===== src/rtl/uart_rx_core.sv =====
// 8N1 serial receive engine with a one-entry holding register and sticky
// framing/overrun status flags, clocked in a single domain.
module uart_rx_core #(
  parameter int unsigned CLKS_PER_BIT = 434
) (
  input  logic       clk,
  input  logic       reset,
  input  logic       rx_i,
  output logic [7:0] rx_data_o,
  output logic       rx_valid_o,
  input  logic       rx_ack_i,
  output logic       frame_err_o,
  output logic       overrun_o,
  input  logic       clr_err_i,
  output logic       busy_o
);

  localparam int unsigned HALF = CLKS_PER_BIT / 2;
  localparam int unsigned CW   = $clog2(CLKS_PER_BIT);

  typedef enum logic [2:0] {
    S_IDLE,
    S_START,
    S_DATA,
    S_STOP,
    S_BREAK
  } state_t;

  state_t          state, state_next;
  logic [CW-1:0]   cnt, cnt_next;
  logic [2:0]      bit_idx, bit_idx_next;
  logic [7:0]      shift, shift_next;
  logic            sync1, rx_s;
  logic            load, ferr_set, ovr_set;

  // Two-flop synchronizer; idles high so reset never looks like a start bit.
  always_ff @(posedge clk) begin
    if (reset) begin
      sync1 <= 1'b1;
      rx_s  <= 1'b1;
    end else begin
      sync1 <= rx_i;
      rx_s  <= sync1;
    end
  end

  always_ff @(posedge clk) begin
    if (reset) begin
      state   <= S_IDLE;
      cnt     <= '0;
      bit_idx <= '0;
      shift   <= '0;
    end else begin
      state   <= state_next;
      cnt     <= cnt_next;
      bit_idx <= bit_idx_next;
      shift   <= shift_next;
    end
  end

  always_comb begin
    state_next   = state;
    cnt_next     = cnt;
    bit_idx_next = bit_idx;
    shift_next   = shift;
    load         = 1'b0;
    ferr_set     = 1'b0;
    case (state)
      S_IDLE: begin
        if (!rx_s) begin
          state_next = S_START;
          cnt_next   = '0;
        end
      end
      S_START: begin
        cnt_next = cnt + CW'(1);
        if (cnt == CW'(HALF - 1)) begin
          cnt_next = '0;
          if (!rx_s) begin
            state_next   = S_DATA;
            bit_idx_next = '0;
          end else begin
            state_next = S_IDLE;
          end
        end
      end
      S_DATA: begin
        cnt_next = cnt + CW'(1);
        if (cnt == CW'(CLKS_PER_BIT - 1)) begin
          shift_next[bit_idx] = rx_s;
          cnt_next            = '0;
          if (bit_idx == 3'd7) state_next = S_STOP;
          else                 bit_idx_next = bit_idx + 3'd1;
        end
      end
      S_STOP: begin
        cnt_next = cnt + CW'(1);
        if (cnt == CW'(CLKS_PER_BIT - 1)) begin
          cnt_next = '0;
          if (rx_s) begin
            load       = 1'b1;
            state_next = S_IDLE;
          end else begin
            ferr_set   = 1'b1;
            state_next = S_BREAK;
          end
        end
      end
      S_BREAK: begin
        if (rx_s) state_next = S_IDLE;
      end
      default: state_next = S_IDLE;
    endcase
  end

  assign ovr_set = load && rx_valid_o && !rx_ack_i;

  // Holding register and sticky flags; a set event beats a same-cycle clear.
  always_ff @(posedge clk) begin
    if (reset) begin
      rx_data_o   <= 8'h00;
      rx_valid_o  <= 1'b0;
      frame_err_o <= 1'b0;
      overrun_o   <= 1'b0;
      busy_o      <= 1'b0;
    end else begin
      if (load) begin
        rx_data_o  <= shift;
        rx_valid_o <= 1'b1;
      end else if (rx_ack_i) begin
        rx_valid_o <= 1'b0;
      end
      if (ferr_set)       frame_err_o <= 1'b1;
      else if (clr_err_i) frame_err_o <= 1'b0;
      if (ovr_set)        overrun_o <= 1'b1;
      else if (clr_err_i) overrun_o <= 1'b0;
      busy_o <= (state_next != S_IDLE);
    end
  end

endmodule


===== config.mk =====
export PLATFORM = sky130hd
export DESIGN_NAME = uart_rx_core
export DESIGN_NICKNAME = d
export VERILOG_FILES = /design/src/rtl/uart_rx_core.sv
export SDC_FILE = /design/constraint.sdc
export NUM_CORES = 1
export LEC_CHECK = 0
export CORE_AREA = 5 5 70 72
export CTS_BUF_LIST = sky130_fd_sc_hd__clkbuf_8
export CTS_CLUSTER_DIAMETER = 50
export DETAILED_ROUTE_END_ITERATION = 7
export DIE_AREA = 0 0 75 77
export GPL_TIMING_DRIVEN = 0
export HOLD_SLACK_MARGIN = 0.1
export PLACE_DENSITY = 0.68
export SLEW_MARGIN = 10
export SYNTH_ARGS = -nofsm -noshare
export SYNTH_HDL_FRONTEND = slang
export SYNTH_SLANG_ARGS = --single-unit
export TNS_END_PERCENT = 50

===== constraint.sdc =====
create_clock -name clk -period 4.85 [get_ports clk]
set_input_delay 0.485 -clock clk [delete_from_list [all_inputs] [get_ports clk]]
set_output_delay 0.485 -clock clk [all_outputs]
set_load 0.02 [all_outputs]

==> results_dict.tcl <==
set metrics [dict create \
    run_status "finished, final reports clean" \
    synthAdderAreaFrac_pct 3.35 \
    ys_dominant_reg_cell "dfxtp_1" \
    cts_buffers 5 \
    grt_pass1_vias 1447 \
    cp.arrival_ns 2.31 \
    area_growth_pct 19.2 \
    cts_max_level 2 \
    synth_simple_gate_area_share_pct 26.2 \
    r2r_slack_ns 2.95 \
    cp_common_cell "clkbuf_1" \
    coreArea_um2 4230 \
    vias 1387 \
    worstSetupPathType "input port to flop" \
    crit_fanout 10 \
    cts_resized 0 \
    slew_viol_final 0 \
    layout_common_cells "dfxtp_1, nand2b_1, mux2i_1, clkdlybuf4s50_1, nor2_1" \
    rsz0062_at_grt "no" \
    tightest_slew_ns 0.649 \
    setup_violations 0 \
    yosysUniqueCellTypes 46 \
    wl_per_cell_um 13.5 \
    multi_input_area_um2 1030 \
    fin_worst_skew_ns 0.00515 \
    die_width_um 75 \
    ios 17 \
    yosys_warnings 0 \
    ys_ff_latch 37 \
    hold_viol_final 0 \
    busiest_layer "met2" \
    drive_gt1_share_pct 17.5 \
    globalRouteMet2Util_pct 22.4 \
    period_needed_ns 2.15 \
    reg2reg_depth 8 \
    finalCritPeriodShare_pct 44.3 \
    syn_avg_cell_area_um2 9.99 \
    grt_first_pass_wirelength_um 6460 \
    cts_hold_buf 0 \
    synthesis.area_um2 1870 \
    end_kind "flop" \
    use_met1_pct 18.0 \
    final_nets 220 \
    drtIter0Drc 119 \
    diodes 0 \
    fin_cells 263 \
    peakVddDrop_uv 242 \
    regArea_um2 741 \
    routed_via_density 5.27 \
    yosysSeqAreaShare_pct 39.7 \
    slowest_delay_ns 0.55 \
    drv_cap 0 \
    die_area_um2 5780 \
    power_leakage_nw 0.856 \
    nFillCells 382 \
    antenna_found_initial 0 \
    critical_path.cell_chain "clkdlybuf4s50_1 > clkbuf_1 > clkbuf_1 > buf_1 > a21oi_1" \
    gr-usage-met3_pct 3.53 \
    synth_cells 187 \
    cts_setup_buffers 0 \
    max_freq_mhz 465 \
    synth_edf_count 0 \
    tns_ns 0 \
    synthMuxAreaShare_pct 8.57 \
    powerDensity_nw_per_um2 300 \
    worstPathRequired_ns 5.00 \
    gp_congestion 0.818 \
    async_reset_ff_share_pct 0 \
    dr.pass1.iters 4 \
    critPathCapture "rx_valid_o" \
    critPathLaunch "reset" \
    r2r-end "cnt[2]" \
    place_inst 255 \
    synth_nets 197 \
    die_y_um 77 \
    routed_wl_um 3560 \
    drtAntennaViolNets 0 \
    synth_compound_area_share_pct 13.3 \
    drc_errors 0 \
    hp-class "flop to flop" \
    mostFrequentLayoutCell "dfxtp_1" \
    num_rows 24 \
    cts_root_buf "clkbuf_8" \
    start_util_pct 44.1 \
    clockBufferDepth 2 \
    dpl.hpwl_um 2610 \
    cts.reportedPaths.clkPinSlew_ns 0.08 \
    cts_tree "yes" \
    synthXorXnorAreaFrac_pct 3.75 \
    overflow 0 \
    clock_latency_ns 0.29 \
    track_usage_pct 14.0 \
    portBuffers 16 \
    grt_max_degree 13 \
    slowest_stage "buf_1" \
    relSlewSlack_pct 56.7 \
    cts_sinks 37 \
    r2r_start "cnt[1]" \
    synth_top_family_by_area "simple AND/OR/NAND/NOR gates" \
    critical_path.startpoint_type "input port" \
]
## area by class of cell
class                           count  area share, %
Clock buffer                        5           3.09
Inverter                            6           1.01
Clock inverter                      3           2.92
Sequential cell                    37           33.3
Tap cell                           52           2.92
Timing Repair Buffer               16           7.19
Buffer                             13           3.37
Multi-Input combinational cell    131           46.2
## power by group
part | total [W] | internal (W) | switching (W)
clock | 0.000321 | 0.000204 | 0.000116
sequential | 0.000309 | 0.000306 | 0.00000258
combinational | 0.0000378 | 0.0000168 | 0.0000210
## sequential cells by signal, indices dropped and copies added (netlist names)
signal       count
state            3
bit_idx          3
rx_valid_o       1
busy_o           1
rx_s             1
shift            8
frame_err_o      1
rx_data_o        8
sync1            1
cnt              9
overrun_o        1
## kinds of logic (layout without fill, tap and decap cells)
group | Yosys count | count (layout)
AND/OR/NAND/NOR | 75 | 75
flip-flops | 37 | 37
AO/OA/AOI/OAI | 27 | 27
buffers and inverters | 19 | 43
multiplexers | 16 | 16
XOR/XNOR | 8 | 8
adder cells (fa/ha/maj) | 5 | 5
## cells in the mapped netlist, drive strengths merged (2+ instances only)
cell	instances	area, um2
or3b	2	17.5
a211oi	8	100
dfxtp	37	741
o21ai	2	10.0
o32ai	2	17.5
and4b	2	20.0
nand2	8	30.0
a31oi	2	12.5
xnor2	7	61.3
inv	6	22.5
nand4	3	18.8
nand2b	24	150
ha	5	62.6
clkbuf	4	15.0
a21oi	5	25.0
nor2	9	33.8
nor3	4	20.0
or2	4	25.0
mux2i	16	160
nand3	4	20.0
buf	9	60.1
nor4b	2	32.5
nor3b	4	35.0
## worst max-delay path, delay by kind of cell
kind,cells,cell delay (ns)
AOI/OAI and AO/OA,1,0.08
buffers and inverters,4,1.74
## metrics by stage
stage	utilization (%)	hold slack (ns)	total power, W	area, um2	setup WS (ns)
final	52.6	0.412	0.000667	2230	2.70
after global routing	52.6	0.429	0.000688	2230	2.51
after global placement	49.4	0.392	0.000354	2090	2.35
after floorplan	-	0.389	0.000343	1870	3.13
after detailed placement	49.4	0.398	0.000354	2090	2.32
after CTS	52.6	0.416	0.000674	2230	2.64
## how the worst min path moves through the flow
stage | startpoint | endpoint | slack [ns] | cells past startpoint
after floorplan | sync1 | rx_s | 0.39 | 1
after global placement | sync1 | rx_s | 0.39 | 1
after detailed placement | sync1 | rx_s | 0.40 | 1
after CTS | sync1 | rx_s | 0.42 | 1
after global routing | sync1 | rx_s | 0.43 | 1
final | sync1 | rx_s | 0.41 | 1
## routing by layer
layer  up-vias  part of all wire (%)  routed length (um)
li1        709                     -                   -
met1       652                    48                1730
met3         7                   2.9                 103
met2        19                    47                1670
met4         0                   1.7                  62
met5         -                     0                   0
(Power assumes the default switching activity.)
